--- src/rtl/jtag_scan_master_pkg.sv ---
// Shared types and TMS sequence constants for the JTAG scan master.
package jtag_scan_pkg;

  typedef enum logic [3:0] {
    RST_SEQ,
    IDLE,
    IR_HDR,
    IR_SHIFT,
    IR_TAIL,
    DR_HDR,
    DR_SHIFT,
    DR_TAIL,
    FINISH
  } state_t;

  // TMS sequences, LSB is the value for the first TCK of the state
  localparam logic [3:0] IR_HDR_TMS = 4'b0011;
  localparam logic [2:0] DR_HDR_TMS = 3'b001;

  localparam int RST_SEQ_LEN = 6;
  localparam int HDR_IR_LEN  = 4;
  localparam int HDR_DR_LEN  = 3;
  localparam int TAIL_LEN    = 2;

  function automatic int max_int(input int a, input int b);
    return (a > b) ? a : b;
  endfunction

endpackage

--- src/rtl/jtag_scan_master_if.sv ---
// Command/response handshake between a fabric host and the JTAG scan master.
interface jtag_scan_master_if #(
  parameter int DATAW = 32
);
  logic             start;
  logic             ir_scan;
  logic [DATAW-1:0] wdata;
  logic             ready;
  logic             done;
  logic [DATAW-1:0] rdata;

  modport master (output start, ir_scan, wdata, input ready, done, rdata);
  modport slave  (input start, ir_scan, wdata, output ready, done, rdata);
endinterface

--- src/rtl/jtag_scan_master_tck_gen.sv ---
// TCK divider: half-period of CLKDIV clk_p cycles, with strobes marking the
// clk_p edge at which TCK rises or falls. TCK is parked low while disabled.
module jtag_tck_gen #(
  parameter int CLKDIV = 4
) (
  input  logic clk_p,
  input  logic RESET,
  input  logic en,
  output logic tck,
  output logic rise,
  output logic fall
);
  localparam int CW = (CLKDIV > 1) ? $clog2(CLKDIV) : 1;

  logic [CW-1:0] cnt;
  logic          wrap;

  assign wrap = en && !RESET && (cnt == CW'(CLKDIV - 1));
  assign rise = wrap && !tck;
  assign fall = wrap && tck;

  always_ff @(posedge clk_p) begin
    if (RESET || !en) begin
      cnt <= '0;
      tck <= 1'b0;
    end else if (wrap) begin
      cnt <= '0;
      tck <= ~tck;
    end else begin
      cnt <= cnt + 1'b1;
    end
  end
endmodule

--- src/rtl/jtag_scan_master.sv ---
// JTAG scan master: optional USER IR scan followed by one DATAW-bit DR scan.
// Define JTAG_SCAN_MASTER_IDLE_EN to add IDLE_TCKS Run-Test/Idle TCKs after the DR scan.
module jtag_scan_master
  import jtag_scan_pkg::*;
#(
  parameter int             DATAW     = 32,
  parameter int             IRW       = 6,
  parameter logic [IRW-1:0] USER_IR   = 6'h02,
  parameter int             CLKDIV    = 4,
  parameter int             IDLE_TCKS = 4
) (
  input  logic                 clk_p,
  input  logic                 RESET,
  jtag_scan_master_if.slave    cmd,
  output logic                 TCK,
  output logic                 TMS,
  output logic                 TDI,
  input  logic                 TDO
);
  localparam int STEP_MAX = max_int(max_int(DATAW, IRW), max_int(RST_SEQ_LEN, TAIL_LEN + IDLE_TCKS));
  localparam int STEP_W   = $clog2(STEP_MAX + 1);
`ifdef JTAG_SCAN_MASTER_IDLE_EN
  localparam int DR_TAIL_LAST = TAIL_LEN - 1 + IDLE_TCKS;
`else
  localparam int DR_TAIL_LAST = TAIL_LEN - 1;
`endif

  state_t            state;
  logic [STEP_W-1:0] step;
  logic              tck_en;
  logic              rise;
  logic              fall;
  logic [3:0]        hdr_pat;
  logic [IRW-1:0]    ir_sh;
  logic [DATAW-1:0]  sr;
  logic              tdo_q;
  logic              tms_q;
  logic              tdi_q;
  logic              ready_q;
  logic              done_q;
  logic [DATAW-1:0]  rdata_q;

  jtag_tck_gen #(.CLKDIV(CLKDIV)) u_tck_gen (
    .clk_p (clk_p),
    .RESET (RESET),
    .en    (tck_en),
    .tck   (TCK),
    .rise  (rise),
    .fall  (fall)
  );

  assign TMS       = tms_q;
  assign TDI       = tdi_q;
  assign cmd.ready = ready_q;
  assign cmd.done  = done_q;
  assign cmd.rdata = rdata_q;

  // state/step describe the TCK period whose rise comes next; each fall
  // retires that period and sets up TMS/TDI for the following one
  always_ff @(posedge clk_p) begin
    done_q <= 1'b0;
    if (RESET) begin
      state   <= RST_SEQ;
      step    <= '0;
      tck_en  <= 1'b1;
      tms_q   <= 1'b1;
      tdi_q   <= 1'b0;
      ready_q <= 1'b0;
      rdata_q <= '0;
    end else begin
      if (rise && state == DR_SHIFT) tdo_q <= TDO;
      case (state)
        RST_SEQ: if (fall) begin
          if (step == STEP_W'(RST_SEQ_LEN - 1)) begin
            state   <= IDLE;
            step    <= '0;
            tck_en  <= 1'b0;
            tms_q   <= 1'b0;
            ready_q <= 1'b1;
          end else begin
            step  <= step + 1'b1;
            tms_q <= (step < STEP_W'(RST_SEQ_LEN - 2));
          end
        end
        IDLE: if (cmd.start && ready_q) begin
          ready_q <= 1'b0;
          tck_en  <= 1'b1;
          step    <= '0;
          sr      <= cmd.wdata;
          if (cmd.ir_scan) begin
            state   <= IR_HDR;
            tms_q   <= IR_HDR_TMS[0];
            hdr_pat <= IR_HDR_TMS >> 1;
          end else begin
            state   <= DR_HDR;
            tms_q   <= DR_HDR_TMS[0];
            hdr_pat <= {1'b0, DR_HDR_TMS} >> 1;
          end
        end
        IR_HDR: if (fall) begin
          if (step == STEP_W'(HDR_IR_LEN - 1)) begin
            state <= IR_SHIFT;
            step  <= '0;
            tdi_q <= USER_IR[0];
            ir_sh <= USER_IR >> 1;
            tms_q <= (IRW == 1);
          end else begin
            step    <= step + 1'b1;
            tms_q   <= hdr_pat[0];
            hdr_pat <= hdr_pat >> 1;
          end
        end
        IR_SHIFT: if (fall) begin
          if (step == STEP_W'(IRW - 1)) begin
            state <= IR_TAIL;
            step  <= '0;
            tms_q <= 1'b1;
            tdi_q <= 1'b0;
          end else begin
            step  <= step + 1'b1;
            tdi_q <= ir_sh[0];
            ir_sh <= ir_sh >> 1;
            tms_q <= (step == STEP_W'(IRW - 2));
          end
        end
        IR_TAIL: if (fall) begin
          if (step == STEP_W'(TAIL_LEN - 1)) begin
            state   <= DR_HDR;
            step    <= '0;
            tms_q   <= DR_HDR_TMS[0];
            hdr_pat <= {1'b0, DR_HDR_TMS} >> 1;
          end else begin
            step  <= step + 1'b1;
            tms_q <= 1'b0;
          end
        end
        DR_HDR: if (fall) begin
          if (step == STEP_W'(HDR_DR_LEN - 1)) begin
            state <= DR_SHIFT;
            step  <= '0;
            tdi_q <= sr[0];
            tms_q <= (DATAW == 1);
          end else begin
            step    <= step + 1'b1;
            tms_q   <= hdr_pat[0];
            hdr_pat <= hdr_pat >> 1;
          end
        end
        // wdata leaves at the bottom while captured TDO enters at the top,
        // so after DATAW shifts sr holds the target's word LSB-aligned
        DR_SHIFT: if (fall) begin
          sr <= {tdo_q, sr[DATAW-1:1]};
          if (step == STEP_W'(DATAW - 1)) begin
            state <= DR_TAIL;
            step  <= '0;
            tms_q <= 1'b1;
            tdi_q <= 1'b0;
          end else begin
            step  <= step + 1'b1;
            tdi_q <= sr[1];
            tms_q <= (step == STEP_W'(DATAW - 2));
          end
        end
        DR_TAIL: if (fall) begin
          if (step == STEP_W'(DR_TAIL_LAST)) begin
            state   <= FINISH;
            step    <= '0;
            tck_en  <= 1'b0;
            tms_q   <= 1'b0;
            rdata_q <= sr;
            done_q  <= 1'b1;
          end else begin
            step  <= step + 1'b1;
            tms_q <= 1'b0;
          end
        end
        FINISH: begin
          state   <= IDLE;
          ready_q <= 1'b1;
        end
        default: state <= RST_SEQ;
      endcase
    end
  end
endmodule

--- src/flat_wrapper.sv ---
// flat-port wrapper written by rule: the top's interface ports become plain ports
module jtag_scan_master_flat import jtag_scan_pkg::*;
#(
  parameter int             DATAW     = 32,
  parameter int             IRW       = 6,
  parameter logic [IRW-1:0] USER_IR   = 6'h02,
  parameter int             CLKDIV    = 4,
  parameter int             IDLE_TCKS = 4
)
  (clk_p, RESET, TCK, TMS, TDI, TDO, cmd_start, cmd_ir_scan, cmd_wdata, cmd_ready, cmd_done, cmd_rdata);
  jtag_scan_master_if #(.DATAW(DATAW)) cmd_i ();
  input  logic clk_p;
  input  logic RESET;
  output logic TCK;
  output logic TMS;
  output logic TDI;
  input  logic TDO;
  input wire logic [$bits(cmd_i.start)-1:0] cmd_start;
  input wire logic [$bits(cmd_i.ir_scan)-1:0] cmd_ir_scan;
  input wire logic [$bits(cmd_i.wdata)-1:0] cmd_wdata;
  output wire logic [$bits(cmd_i.ready)-1:0] cmd_ready;
  output wire logic [$bits(cmd_i.done)-1:0] cmd_done;
  output wire logic [$bits(cmd_i.rdata)-1:0] cmd_rdata;
  assign cmd_i.start = cmd_start;
  assign cmd_i.ir_scan = cmd_ir_scan;
  assign cmd_i.wdata = cmd_wdata;
  assign cmd_ready = cmd_i.ready;
  assign cmd_done = cmd_i.done;
  assign cmd_rdata = cmd_i.rdata;
  jtag_scan_master #(.DATAW(DATAW), .IRW(IRW), .USER_IR(USER_IR), .CLKDIV(CLKDIV), .IDLE_TCKS(IDLE_TCKS)) u_core (.clk_p(clk_p), .RESET(RESET), .cmd(cmd_i), .TCK(TCK), .TMS(TMS), .TDI(TDI), .TDO(TDO));
endmodule
--- config.mk ---
export PLATFORM = sky130hd
export DESIGN_NAME = jtag_scan_master_flat
export DESIGN_NICKNAME = d
export VERILOG_FILES = /design/src/rtl/jtag_scan_master_pkg.sv /design/src/rtl/jtag_scan_master_if.sv /design/src/rtl/jtag_scan_master_tck_gen.sv /design/src/rtl/jtag_scan_master.sv /design/src/flat_wrapper.sv
export SDC_FILE = /design/constraint.sdc
export NUM_CORES = 1
export LEC_CHECK = 0
export BUFFER_PORTS_ARGS = -buffer_cell sky130_fd_sc_hd__buf_2
export CAP_MARGIN = 20
export CORE_MARGIN = 10
export CORE_UTILIZATION = 40
export CTS_CLUSTER_SIZE = 40
export DETAILED_ROUTE_END_ITERATION = 10
export PLACE_DENSITY = 0.64
export SYNTH_ARGS = -nofsm -noshare
export SYNTH_HDL_FRONTEND = slang
export SYNTH_SLANG_ARGS = --single-unit
export TNS_END_PERCENT = 1
--- constraint.sdc ---
create_clock -name clk_p -period 8.9 [get_ports clk_p]
set_input_delay 0.445 -clock clk_p [delete_from_list [all_inputs] [get_ports clk_p]]
set_output_delay 0.445 -clock clk_p [all_outputs]
set_load 0.05 [all_outputs]
==> metrics <==
Pwr Density=161 mW/mm²; final net count=499; Pleak=about 0.0017 µW; Sw Pwr=191 µW; crit path DAT=3.67 ns; switch share=25.8%; GPL Wtd Cong=0.811; endpoints failing hold=0; worst skew pair latency=0.36 ns; Post-synth ARST share=0%; DRC marker count from the first detailed-route iteration=170; clock root buffer=clkbuf_8; core area=a little under 0.01 mm²; post-detail-place hpwl=6340 µm; post-synthesis simple-gate area fraction=around a fifth; worst r2r path cells=7; post-cts hold buffer count=0; GR Overflow Total=0; P_int=550 µW; Setup Skew=0.0121 ns; Slew Limit Headroom=around a third; n_diodes=0; Distinct cells, synth=52; FP Rows=36; Vias/cell=5.18; top-area cell type share of the netlist area=26.6%; DR DRC count=0; combinational share of power=under 10%; Clock Power Share=~36%; Yosys Warn Count=0; fillers=about 940; initial antenna violation count=0; antenna-violating nets left=0; most common cell in the netlist=nand2_1; Synth Flop Type=dfxtp_1; adder-cell share of the synthesized area=1.58%; Post-Route WL=9230 µm; largest family of logic cells by synthesized area=simple AND/OR/NAND/NOR gates; Setup Buffers After CTS=0; Tcrit/Tclk final=38.8%; WP data required=between 9 and 10 ns; Die Span X=119 µm; unrepaired setup endpoints after global routing=false; Tot GR Track Use=13.2%; Hold Crit Class=in -> reg; H-tree Lvls=3; commonest cells in the netlist=nand2_1 (81), dfxtp_1 (50), a21oi_1 (46); Max VDD drop=0.0860 mV; post-place setup slack=5.41 ns; routed vias=3084; CP Capture Type=register; run status=completed; total clock sinks=85; CP Max Fanout=23; worst slew pin tran=0.990 ns; Synth Area in XOR/XNOR=0.886%; WS Path Type=reg -> reg; dominant cell type by area after synthesis=edfxtp_1; Synth Cell Area=0.00396 mm²; Post-synth EDFFs=35; top cells by area, synth=edfxtp_1 (27%), dfxtp_1 (25%), mux2_2 (9.1%); sequential share of the synthesized area=51.9%; CTS clk-pin slew, worst paths=0.09 ns; post-synthesis mux area share=around a tenth; Port-buffer cells=73; Mapped Nets=441; CTS max path bufs=2; crit path time final=3.45 ns; Setup violations, final=0; Seq cells post-synth=85; Area Overhead vs Synth=16.7%; Die Y=119 µm; Critical Path Start Type=register; Ports=74; sequential power share=56.2%; largest net degree at the start of global routing=52; Max Cap Viol=0; Starting Density=40.9%; average size of a mapped cell=9.92 µm²; hold path depth=1; CTS Buf Count=9; final setup TNS=0 ns; DRT Pass-1 Iters=4; share of layout cells above drive strength 1=29.7%; die area=between 0.01 and 0.015 mm²; pins over their slew limit=0; Routed WL per cell=15.5 µm; CTS resizes=0; first-pass GRT wire length=15500 µm; post-synthesis compound-gate area fraction=13.0%; FMAX=290 MHz; final worst slack=5.45 ns; CTS tree=built; vias in the first global route=3133; Mapped Cells=399
## cells by family (layout without fill, tap and decap cells)
group	after synthesis	in the layout
simple gates	152	152
fa+ha+maj	5	5
buf+inv	37	100
flops	85	85
compound gates	83	83
xor+xnor	4	4
mux	33	33
## sequential cells by signal (all words and copies together), names as in the netlist
signal,cells
u_core.cmd.rdata,32
u_core.sr,32
u_core.step,6
u_core.state,4
u_core.u_tck_gen.cnt,2
u_core.TDI,1
u_core.TMS,1
u_core.cmd.done,1
u_core.cmd.ready,1
u_core.hdr_pat,1
u_core.ir_sh,1
u_core.tck_en,1
u_core.tdo_q,1
u_core.u_tck_gen.tck,1
## placed cells by master (no fill, tap or decap), drive strengths merged, types with 9 or more instances in the layout
master  synthesis  layout
nand3           9       9
nor2           18      18
a21oi          49      49
clkbuf         14      10
edfxtp         35      35
nand2          81      81
inv             8      10
buf            15      76
nor3           11      11
dfxtp          50      50
mux2           32      32
## metal layers
metal | global-route usage (%) | wire length, µm | share of wire, % | up-vias
met5 | 0 | 0 | 0 | -
met4 | 4.75 | 150 | 1.6 | 0
met3 | 3.68 | 532 | 5.8 | 13
met2 | 21.0 | 4490 | 49 | 84
met1 | 16.7 | 4050 | 44 | 1451
li1 | - | - | - | 1536
## metrics by stage
stage	utilization, %	power, µW	area [µm²]	cells	hold WS (ns)
2_1_floorplan	-	468	3960	399	0.404
3_3_place_gp	45.1	483	4370	577	0.412
3_5_place_dp	45.1	484	4370	577	0.421
4_1_cts	47.1	749	4560	593	0.248
5_1_grt	47.7	773	4620	595	0.258
6_report	47.7	741	4620	595	0.264
## cell type report
| class | count | area [µm²] | share of cell area, % |
|---|---|---|---|
| clock buffer | 10 | 138 | 2.98 |
| clock inverter | 6 | 53.8 | 1.17 |
| inverter | 8 | 30.0 | 0.651 |
| multi-input combinational | 277 | 1750 | 37.9 |
| sequential | 85 | 2050 | 44.5 |
| tap | 133 | 166 | 3.61 |
| timing repair buffer | 76 | 428 | 9.27 |
## power by group through the flow
stage | clock network, µW | registers [µW] | logic, µW
5_1_grt | 290 | 418 | 65.2
3_5_place_dp | 0 | 426 | 58.5
6_report | 266 | 417 | 58.3
3_3_place_gp | 0 | 426 | 57.9
4_1_cts | 273 | 417 | 58.8
2_1_floorplan | 0 | 423 | 45.1
## final timing paths
| path | start | end | slack, ns |
|---|---|---|---|
| hold / removal | TDO | u_core.tdo_q$_DFFE_PP_ | 0.26 |
| hold reg to reg | u_core.u_tck_gen.cnt[0]$_SDFF_PP0_ | u_core.u_tck_gen.cnt[0]$_SDFF_PP0_ | 0.43 |
| setup reg to reg | u_core.state[1]$_SDFFE_PP0P_ | u_core.state[0]$_SDFFE_PP0P_ | 5.45 |
| setup / recovery | u_core.state[1]$_SDFFE_PP0P_ | u_core.state[0]$_SDFFE_PP0P_ | 5.45 |
## worst max-delay path: stages, from the launching register on
cell      delay (ns)
dfxtp_1         0.79
nor4bb_4        0.99
buf_4           0.44
a21boi_0        0.45
a31o_2          0.18
or4b_1          0.19
mux2i_1         0.21
nor2_1          0.05
(Power assumes the default switching activity.)
